[src/rtl/keypad_digit_ctrl.sv]
// Decimal keypad front end: synchronizes and debounces ten one-hot key lines,
// accumulates up to four BCD digits and offers the number over valid/ready.
module keypad_digit_ctrl #(
  parameter int unsigned DB_CYCLES = 4,
  parameter int unsigned DB_W      = 8
) (
  input  logic        clk,
  input  logic        rst_n,
  input  logic [9:0]  key,
  input  logic        clr,
  input  logic        enter,
  output logic [15:0] num,
  output logic [2:0]  cnt,
  output logic [3:0]  digit,
  output logic        digit_vld,
  output logic        num_vld,
  input  logic        num_rdy,
  output logic        err
);

  localparam int unsigned KEY_W  = 10;
  localparam int unsigned CODE_W = 4;
  localparam int unsigned NUM_W  = 16;
  localparam int unsigned CNT_W  = 3;

  typedef enum logic [2:0] {
    S_IDLE,
    S_PRESS_DB,
    S_HELD,
    S_REL_DB,
    S_OUT
  } state_t;

  state_t              state_q, state_d;
  logic [KEY_W-1:0]    sync1_q, ks_q;
  logic [KEY_W-1:0]    oh_q, oh_d;
  logic [DB_W-1:0]     dbc_q, dbc_d;
  logic [NUM_W-1:0]    num_q, num_d;
  logic [CNT_W-1:0]    cnt_q, cnt_d;
  logic [CODE_W-1:0]   digit_q, digit_d;
  logic                digit_vld_q, digit_vld_d;
  logic                num_vld_q, num_vld_d;
  logic                err_q, err_d;

  logic                any_c, one_hot_c, multi_c, db_done_c;
  logic [DB_W-1:0]     dbc_inc_c;
  logic [CODE_W-1:0]   code_c;

  function automatic logic [CODE_W-1:0] enc(input logic [KEY_W-1:0] oh);
    logic [CODE_W-1:0] c;
    c = '0;
    for (int i = 0; i < KEY_W; i++) begin
      if (oh[i]) c = CODE_W'(i);
    end
    return c;
  endfunction

  // Two-flop synchronizer for the asynchronous key lines
  always_ff @(posedge clk or negedge rst_n) begin
    if (!rst_n) begin
      sync1_q <= '0;
      ks_q    <= '0;
    end else begin
      sync1_q <= key;
      ks_q    <= sync1_q;
    end
  end

  always_comb begin
    any_c     = (ks_q != '0);
    one_hot_c = any_c && ((ks_q & (ks_q - KEY_W'(1))) == '0);
    multi_c   = any_c && !one_hot_c;
    dbc_inc_c = dbc_q + DB_W'(1);
    db_done_c = (dbc_inc_c >= DB_W'(DB_CYCLES));
    code_c    = enc(oh_q);
  end

  always_comb begin
    state_d     = state_q;
    oh_d        = oh_q;
    dbc_d       = dbc_q;
    num_d       = num_q;
    cnt_d       = cnt_q;
    digit_d     = digit_q;
    digit_vld_d = 1'b0;
    num_vld_d   = num_vld_q;
    err_d       = 1'b0;

    if (clr) begin
      num_d     = '0;
      cnt_d     = '0;
      num_vld_d = 1'b0;
      state_d   = any_c ? S_HELD : S_IDLE;
    end else begin
      unique case (state_q)
        S_IDLE: begin
          if (one_hot_c) begin
            oh_d    = ks_q;
            dbc_d   = DB_W'(1);
            state_d = S_PRESS_DB;
          end else if (multi_c) begin
            err_d   = 1'b1;
            state_d = S_HELD;
          end else if (enter && (cnt_q != '0)) begin
            num_vld_d = 1'b1;
            state_d   = S_OUT;
          end
        end
        S_PRESS_DB: begin
          if (ks_q == oh_q) begin
            dbc_d = dbc_inc_c;
            if (db_done_c) begin
              digit_d     = code_c;
              digit_vld_d = 1'b1;
              // A fifth digit is reported but never shifted in
              if (cnt_q < CNT_W'(4)) begin
                num_d = {num_q[NUM_W-CODE_W-1:0], code_c};
                cnt_d = cnt_q + CNT_W'(1);
              end else begin
                err_d = 1'b1;
              end
              state_d = S_HELD;
            end
          end else begin
            state_d = S_IDLE;
          end
        end
        S_HELD: begin
          if (!any_c) begin
            dbc_d   = DB_W'(1);
            state_d = S_REL_DB;
          end
        end
        S_REL_DB: begin
          if (any_c) begin
            state_d = S_HELD;
          end else begin
            dbc_d = dbc_inc_c;
            if (db_done_c) state_d = S_IDLE;
          end
        end
        S_OUT: begin
          if (num_vld_q && num_rdy) begin
            num_d     = '0;
            cnt_d     = '0;
            num_vld_d = 1'b0;
            state_d   = any_c ? S_HELD : S_IDLE;
          end
        end
        default: state_d = S_IDLE;
      endcase
    end
  end

  always_ff @(posedge clk or negedge rst_n) begin
    if (!rst_n) begin
      state_q     <= S_IDLE;
      oh_q        <= '0;
      dbc_q       <= '0;
      num_q       <= '0;
      cnt_q       <= '0;
      digit_q     <= '0;
      digit_vld_q <= 1'b0;
      num_vld_q   <= 1'b0;
      err_q       <= 1'b0;
    end else begin
      state_q     <= state_d;
      oh_q        <= oh_d;
      dbc_q       <= dbc_d;
      num_q       <= num_d;
      cnt_q       <= cnt_d;
      digit_q     <= digit_d;
      digit_vld_q <= digit_vld_d;
      num_vld_q   <= num_vld_d;
      err_q       <= err_d;
    end
  end

  assign num       = num_q;
  assign cnt       = cnt_q;
  assign digit     = digit_q;
  assign digit_vld = digit_vld_q;
  assign num_vld   = num_vld_q;
  assign err       = err_q;

endmodule
[config.mk]
export PLATFORM = sky130hd
export DESIGN_NAME = keypad_digit_ctrl
export DESIGN_NICKNAME = d
export VERILOG_FILES = /design/src/rtl/keypad_digit_ctrl.sv
export SDC_FILE = /design/constraint.sdc
export NUM_CORES = 1
export LEC_CHECK = 0
export ABC_AREA = 1
export CORE_ASPECT_RATIO = 0.5
export CORE_MARGIN = 5
export CORE_UTILIZATION = 28
export DETAILED_ROUTE_END_ITERATION = 16
export MAX_ROUTING_LAYER = met4
export SYNTH_ARGS = -nofsm -noshare
export SYNTH_HDL_FRONTEND = slang
export SYNTH_SLANG_ARGS = --single-unit
[constraint.sdc]
create_clock -name clk -period 2.46 [get_ports clk]
set_clock_uncertainty 0.2 [all_clocks]
set_input_delay 0.492 -clock clk [delete_from_list [all_inputs] [get_ports clk]]
set_output_delay 0.492 -clock clk [all_outputs]
set_load 0.01 [all_outputs]
* Yosys cells after proc, flatten, opt, wreduce, memory -nomap -nowiden
Cells that the tools add are included.
** Storage, ports and cells
- Bits of input ports :: 15
- Bits in latches :: 0
- Flip-flop bits (word level) :: 67
- Memories :: 0
- ROM bits :: 0
- RAM bits :: 0
** Cells by class
- Divide/modulo/power cells :: 0
- $add $sub $neg :: 3
- Equality and inequality tests :: 20
- Multiplexer cells :: 55
- Reductions and logical operators :: 18
- Bitwise gates (word level) :: 2
- Multipliers :: 0
- Shift operators :: 0
- $lt $le $gt $ge :: 2
** Operators with widths (number)
- 2-to-1 mux 16 bit :: 5
- 2-to-1 mux 3 bit :: 15
- 2-to-1 mux 4 bit :: 8
- 2-to-1 mux 8 bit :: 4
- one-hot mux 16 bit (2 select lines) :: 1
- one-hot mux 8 bit (4 select lines) :: 1
- != test 3 bit, second input constant :: 8
- 2-to-1 mux 1 bit :: 16
- one-hot mux 3 bit (5 select lines) :: 1
- AND reduction 5 bit :: 3
- bitwise AND 10 bit :: 1
- == test 10 bit :: 1
- logical NOT 10 bit :: 1
- nonzero test 10 bit :: 1
- subtractor 10 x 1 -> 10 bit, second input constant :: 1
- nonzero test 3 bit :: 3
- adder 8 x 1 -> 8 bit, second input constant :: 1
- >= comparator 8 x 3 -> 1 bit, second input constant :: 1
- != test 2 bit, second input constant :: 4
- != test 4 bit, second input constant :: 2
- == test 3 x 2 -> 1 bit, second input constant :: 2
- one-hot mux 3 bit (2 select lines) :: 1
- AND reduction 6 bit :: 1
- != test 5 bit, second input constant :: 1
- 13 further kinds :: 17

* Logic depth before layout (Yosys ltp)
Gate-level depths: netlist (run 1).
- Word-level depth :: 14
- Depth in mapped cells :: 14
- Mapped depth without buffers :: 14

* Worst setup path after synthesis (run 1)
Ideal clock, no wire load.
- Path kind :: register to register
- Start point :: register dbc_q[0]
- End point :: register num_q[10], in the netlist num[10]
- Slack :: 0.557 ns
- Data arrival time :: 1.586 ns
- Cell stages (with the launch flop) :: 10
- Library setup time :: 0.117 ns
- Clock period less this slack :: 1.903 ns
- Path through :: dfrtp_1 -> ha_1 -> nand3_1 -> xor2_1 -> and2_1 -> nand4_1 -> buf_2 -> buf_6 -> nand3_1 -> nand2_1
** Between the ends
- Word-level cells in the longest chain between the ends :: 4
** Ends and longest elaborated chain
- start: declaration :: RTL line 37 : logic [DB_W-1:0] dbc_q, dbc_d;
- start signal: assignment :: RTL line 159 : dbc_q <= '0;
- start signal: assignment :: RTL line 169 : dbc_q <= dbc_d;
- adder 8 x 1 -> 8 bit :: RTL line 73 : dbc_inc_c = dbc_q + DB_W'(1);
- >= comparator 8 x 3 -> 1 bit :: RTL line 74 : db_done_c = (dbc_inc_c >= DB_W'(DB_CYCLES));
- != test 3 bit (no line)
- AND reduction 5 bit (no line)
- end signal: assignment :: RTL line 170 : num_q <= num_d;
- end: declaration :: RTL line 38 : logic [NUM_W-1:0] num_q, num_d;
No other way between the ends.
A chain may end at the register's enable or synchronous reset.

* Worst setup path after layout (run 1)
- Start point :: register ks_q[0]
- End point :: register dbc_q[5]
** Between the ends
- Word-level cells in the longest chain between the ends :: 6
- Elaborated cells between the ends (all ways) :: 11
- Classes of those cells :: 1 x add/sub; 5 x eq/ne; 1 x bitwise; 4 x reduce/logical
** Ends and longest elaborated chain
- start: declaration :: RTL line 35 : logic [KEY_W-1:0] sync1_q, ks_q;
- start signal: assignment :: RTL line 65 : ks_q <= sync1_q;
- subtractor 10 x 1 -> 10 bit :: RTL line 71 : one_hot_c = any_c && ((ks_q & (ks_q - KEY_W'(1))) == '0);
- bitwise AND 10 bit :: RTL line 71
- logical NOT 10 bit :: RTL line 71
- logical AND 1 bit :: RTL line 71
- != test 2 bit (no line)
- AND reduction 6 bit (no line) *
Mark *: on every way between the ends. The rest lies on a longest branch, timed or not.

==> flow_summary.yaml, run 1 <==
outcome:
  outcome: "complete, no violations"
cts:
  cts.sinks: 67
  cts_buffers: 9
  postCtsSetupRepairBufs: 0
  ctsResizeCount: 0
  clk_latency_ns: 0.33
  htreeDepth: 3
  cts_tree: "built"
  cts-root-buf: "clkbuf_16"
  ctsHoldBuffers: 1
  cts_buffer_depth: 2
  cts.clk_slew.worst_paths_ns: 0.05
sta:
  layout_setup_ws_ns: 0.309
  setup_viol: 0
  tightest_slew_ns: 0.418
  report.final.slew_viol_count: 0
  finalCritPeriodShare_pct: 87.4
  min_period_ns: 2.15
  rsz0062_at_grt: "no"
  hold_viol_final: 0
  fin_setup_tns_ns: 0
  relSlewSlack_pct: 72.1
  clock.fmax_mhz: 465
synth:
  syn-num-nets: 439
  syn_area_um2: 3300
  synth_top_family_by_area: "simple AND/OR/NAND/NOR gates"
  async_flop_share_pct: 100
  avgSynthCellArea_um2: 7.85
  synth-seq-cells: 67
  synth_adder_area_share_pct: 1.14
  yosys.area_share.simple_pct: 31.1
  synth_edf_count: 0
  synthXorXnorAreaFrac_pct: 1.59
  synth_compound_area_share_pct: 7.27
  ys_warn_count: 0
  ys.flop_type: "dfrtp_1"
  yosysSeqAreaShare_pct: 50.8
  muxShareOfSynthArea_pct: 0
  synthCells: 421
  ys_types: 31
placement:
  dp_hpwl_mm: 5.07
  io_buffers: 40
  gp_congestion: 0.892
  place_ws_ns: 0.134
flow_run:
  maxCapViolCount: 0
global_route:
  grt_use_met2_pct: 17.1
  grt_util_met1_pct: 14.2
  grt_pass1_vias: 2664
  grt_util_met3_pct: 2.95
  grt-busiest-layer: "met2"
  grt_pass1_wl_mm: 12.3
  grt_overflow_total: 0
  grtUsageTotal_pct: 11.3
  grt_max_degree: 68
  antenna_found_initial: 0
detailed_routing:
  wl_mm: 7.19
  drc_errors: 0
  avgViaCountPerCell: 4.23
  dr.first_iter.drc_count: 205
  wire_per_inst_um: 11.2
  num_vias: 2710
  first_pass_iters: 4
  drtAntennaViolNets: 0
die:
  core_area_um2: 11700
  fp-row-count: 28
  die_w_um: 164
  die_height_um: 86.8
  ios: 41
  initial_core_util_pct: 28.3
  dieArea_um2: 14200
final_layout:
  layout.nets: 489
  antennaDiodeCount: 0
  final_common_cell: "nand2_1"
  mostFrequentLayoutCells: "134 x nand2_1, 67 x dfrtp_1, 49 x inv_1"
  ff_latch_area_um2: 1680
  multi_input_area_um2: 1360
  synthToLayoutAreaGrowth_pct: 28.0
  n_fill_cell: 1188
  drive_gt1_share_pct: 8.82
  finish.utilization_pct: 36.2
hold_path:
  min_path_type: "register to register"
  holdPathStages: 0
  min_from: "sync1_q[6]$_DFF_PN0_"
  holdPathEnd: "ks_q[6]$_DFF_PN0_"
pwr:
  swShare_pct: 28.8
  p_leak_uw: 0.00203
  p_int_uw: 2340
  p_comb_share_pct: 19.9
  clkPwrFrac_pct: 40.7
  p_switching_uw: 948
  irDropWorstVdd_v: 0.000360
  pwr-share-seq_pct: 39.4
  p_per_area_nw_per_um2: 779
worst_setup_path:
  r2r_slack_ns: 0.31
  cpMostUsedCell: "nand2_1"
  timing.critical_path.buf_inv: 0
  r2r-start: "ks_q[0]$_DFF_PN0_"
  worstSetupPathType: "register to register"
  timing.rr.end: "dbc_q[5]$_DFFE_PN0P_"
  cp.arrival_ns: 2.17
  rr_worst_depth: 10
  required_ns: 2.48
  cp_top_family: "simple AND/OR/NAND/NOR gates"
  worstPathCellList: "nor2_4, nand2_1, o21ai_1, nand2_1, nor2_1, nand3_1, o21ai_4, nand2_4, nand2_1, nand2_1"
  crit_path_end_kind: "register"
  critPathSlowestCell: "dfrtp_1"
  crit_path_start_kind: "register"
  cp_slowest_stage_delay_ns: 0.44
  critPathMaxFanout: 9
[stage by stage]
stage               area [µm²]  total power, µW  hold WS (ns)  std cells
floorplan                 3300             1720      -0.00359        421
global placement          3910             1970         0.134        624
detailed placement        3910             1970         0.135        624
CTS                       4230             3340         0.146        641
global route              4230             3490         0.149        641
finish                    4230             3290         0.145        641
[registers in the layout (all words and copies together) (netlist names)]
signal	count
cnt	3
oh_q	10
state_q	3
num_vld	1
dbc_q	8
ks_q	10
digit_vld	1
sync1_q	10
digit	4
err	1
num	16
[cell type report]
class | instances | share of cell area [%]
Clock buffer | 11 | 5.51
Clock inverter | 5 | 1.84
Inverter | 53 | 4.71
Multi-Input combinational cell | 291 | 32.1
Sequential cell | 67 | 39.7
Tap cell | 165 | 4.88
Timing Repair Buffer | 49 | 11.3
[logic make-up after synthesis]
group           after synthesis
compound gates               42
simple gates                240
xor+xnor                      6
buf+inv                      63
flops                        67
fa+ha+maj                     3
[power by group through the flow]
stage	clock, µW	combinational (µW)	sequential [µW]
after CTS	1380	661	1300
after global placement	0	648	1320
after global routing	1420	756	1310
after floorplan	0	408	1310
after detailed placement	0	654	1320
final	1340	654	1300
[routing by layer]
metal | wire length [µm] | up-vias
met1 | 3510 | 1245
li1 | - | 1417
met4 | 119 | 0
met2 | 3330 | 39
met3 | 231 | 9
met5 | 0 | -
[cells in the mapped netlist, types with 2 or more instances]
cell type	instances	share of area [%]
nand2_1	134	15
dfrtp_1	67	51
inv_1	49	5.6
nor2_1	44	5.0
nand3_1	40	6.1
o21ai_0	25	3.8
a21oi_1	8	1.2
buf_6	4	1.4
inv_2	4	0.45
nor2_2	4	0.76
a21oi_2	3	0.80
buf_2	3	0.45
clkbuf_1	3	0.34
ha_1	3	1.1
nand3b_1	3	0.68
nand4_1	3	0.57
xnor2_1	3	0.80
xor2_1	3	0.80
and2_1	2	0.38
nand2_2	2	0.38
nor2_4	2	0.68
nor3_1	2	0.30
o21ai_1	2	0.30
[worst max-delay path by stage]
stage	start	endpoint	slack, ns	cells after the start
after global routing	ks_q[3]$_DFF_PN0_	dbc_q[4]$_DFFE_PN0P_	0.07	10
after floorplan	dbc_q[0]$_DFFE_PN0P_	num[10]$_DFFE_PN0P_	0.56	9
after CTS	ks_q[0]$_DFF_PN0_	dbc_q[5]$_DFFE_PN0P_	0.32	10
after detailed placement	clr	dbc_q[4]$_DFFE_PN0P_	0.13	8
final	ks_q[0]$_DFF_PN0_	dbc_q[5]$_DFFE_PN0P_	0.31	10
after global placement	clr	dbc_q[0]$_DFFE_PN0P_	0.14	8
Note: power is estimated with default switching activity, not from simulation.
==> inputs of run 2 (changes only) <==
CTS_CLUSTER_DIAMETER = 100   (was unset)
==> results of run 2 <==
No change in the layout: final DEF, timing and power equal those of run 1.
==> inputs of run 3 (changes only) <==
CELL_PAD_IN_SITES_DETAIL_PLACEMENT = 0   (was unset)
CELL_PAD_IN_SITES_GLOBAL_PLACEMENT = 1   (was unset)
PLACE_DENSITY_LB_ADDON = 0.1   (was unset)
==> run 3 against run 2 <==
Compared with the run above: first-iteration DRC count down 57%; combinational power up 4.4%; power up 2.7%; final cell count up 0.78%; highest routed layer unchanged; critical path type unchanged.
==> flow_summary.yaml, run 3 (same netlist as run 1, synthesis figures left out) <==
placement:
  dp_hpwl_mm: 5.64
  io_buffers: 40
  gp_congestion: 0.770
final_layout:
  n_fill_cell: 1238
  antennaDiodeCount: 0
  synthToLayoutAreaGrowth_pct: 29.5
  layout.nets: 494
  finish.utilization_pct: 36.7
  largest_reg_flops: 16
  mostFrequentLayoutCells: "134 x nand2_1, 67 x dfrtp_1, 49 x inv_1"
  drive_gt1_share_pct: 10.2
  final_common_cell: "nand2_1"
hold_path:
  holdPathStages: 0
  holdPathEnd: "ks_q[3]$_DFF_PN0_"
  min_from: "sync1_q[3]$_DFF_PN0_"
  min_path_type: "register to register"
sta:
  hold_viol_final: 0
  clock.fmax_mhz: 466
  min_period_ns: 2.15
  finalCritPeriodShare_pct: 87.2
  setup_viol: 0
  report.final.slew_viol_count: 0
  fin_setup_tns_ns: 0
  relSlewSlack_pct: 74.2
  tightest_slew_ns: 0.386
  rsz0062_at_grt: "no"
cts:
  cts.clk_slew.worst_paths_ns: 0.06
  cts_tree: "built"
  clk_latency_ns: 0.33
  htreeDepth: 3
  cts_buffers: 9
  cts_buffer_depth: 2
  postCtsSetupRepairBufs: 0
  cts.sinks: 67
  cts-root-buf: "clkbuf_16"
die:
  die_w_um: 164
  dieArea_um2: 14200
  initial_core_util_pct: 28.3
  die_height_um: 86.8
  ios: 41
  fp-row-count: 28
  core_area_um2: 11700
detailed_routing:
  drtAntennaViolNets: 0
  wl_mm: 7.94
  num_vias: 2675
  dr.first_iter.drc_count: 88
  avgViaCountPerCell: 4.14
  first_pass_iters: 4
  wire_per_inst_um: 12.3
  drc_errors: 0
worst_setup_path:
  rr_worst_depth: 10
  required_ns: 2.52
  worstSetupPathType: "register to register"
  r2r_slack_ns: 0.31
  crit_path_start_kind: "register"
  crit_path_end_kind: "register"
  critPathMaxFanout: 5
  cp.arrival_ns: 2.21
  r2r-start: "ks_q[1]$_DFF_PN0_"
  timing.rr.end: "dbc_q[6]$_DFFE_PN0P_"
global_route:
  grt_pass1_wl_mm: 13.4
  grt_max_degree: 68
  grt_util_met3_pct: 3.75
  grt_overflow_total: 0
  grt_pass1_vias: 2631
  antenna_found_initial: 0
  grtUsageTotal_pct: 12.4
  grt_use_met2_pct: 18.7
  grt-busiest-layer: "met2"
  grt_util_met1_pct: 16.6
pwr:
  irDropWorstVdd_v: 0.000341
  p_per_area_nw_per_um2: 790
  p_leak_uw: 0.00207
outcome:
  outcome: "complete, no violations"
flow_run:
  maxCapViolCount: 0
## run 3: worst max-delay path: stages, from the launching register on
cell      delay [ns]
dfrtp_1         0.43
nor2_4          0.16
nand2_2         0.08
o21ai_0         0.17
nand2_1         0.06
nor2_1          0.17
nand3_1         0.18
o21ai_4         0.28
buf_4           0.19
nand3b_1        0.08
nand2_1         0.07
## run 3: worst max-delay path by stage
stage                    startpoint                    to  slack (ns)  depth (start not counted)
2_1_floorplan  dbc_q[0]$_DFFE_PN0P_   num[10]$_DFFE_PN0P_        0.56                          9
3_3_place_gp                    clr   num[13]$_DFFE_PN0P_        0.22                          8
3_5_place_dp                    clr   num[11]$_DFFE_PN0P_        0.18                          8
4_1_cts           ks_q[1]$_DFF_PN0_  dbc_q[6]$_DFFE_PN0P_        0.30                         10
5_1_grt           ks_q[7]$_DFF_PN0_    cnt[1]$_DFFE_PN0P_        0.07                         12
6_report          ks_q[1]$_DFF_PN0_  dbc_q[6]$_DFFE_PN0P_        0.31                         10
## run 3: through the flow
step                area, µm²  cells  power, µW  setup WS [ns]  hold WS, ns
floorplan                3300    421       1720          0.557     -0.00359
detailed placement       3940    629       2020          0.185        0.135
CTS                      4280    646       3450          0.299        0.141
global route             4280    646       3600         0.0714        0.151
finish                   4280    646       3380          0.315        0.143
global placement         3940    629       2030          0.223        0.133
## run 3: layout make-up
| type | instances | area [µm²] | area share [%] |
|---|---|---|---|
| sequential | 67 | 1680 | 39.2 |
| multi-input combinational | 291 | 1360 | 31.7 |
| timing repair buffer | 54 | 515 | 12.0 |
| clock buffer | 9 | 225 | 5.26 |
| tap | 165 | 206 | 4.82 |
| inverter | 53 | 199 | 4.65 |
| clock inverter | 7 | 100 | 2.34 |
## run 3: power by group
group / internal, µW / switching (µW) / leakage, µW / total (µW)
registers: 1200 / 104 / 0.000877 / 1300
clock network: 894 / 501 / 0.000160 / 1390
logic: 283 / 400 / 0.00103 / 683
total: 2380 / 1000 / 0.00207 / 3380
## run 3: timing repair
item                                    4_1_cts  5_1_grt
hold endpoints to repair                     27        0
hold buffers                                  1        0
resized for setup                             0        0
endpoints found under the setup margin        0        0
## run 3: layer usage
| layer | up-vias | routed length [µm] |
|---|---|---|
| met2 | 39 | 3580 |
| met4 | 0 | 42 |
| met5 | - | 0 |
| li1 | 1426 | - |
| met1 | 1206 | 4010 |
| met3 | 4 | 303 |
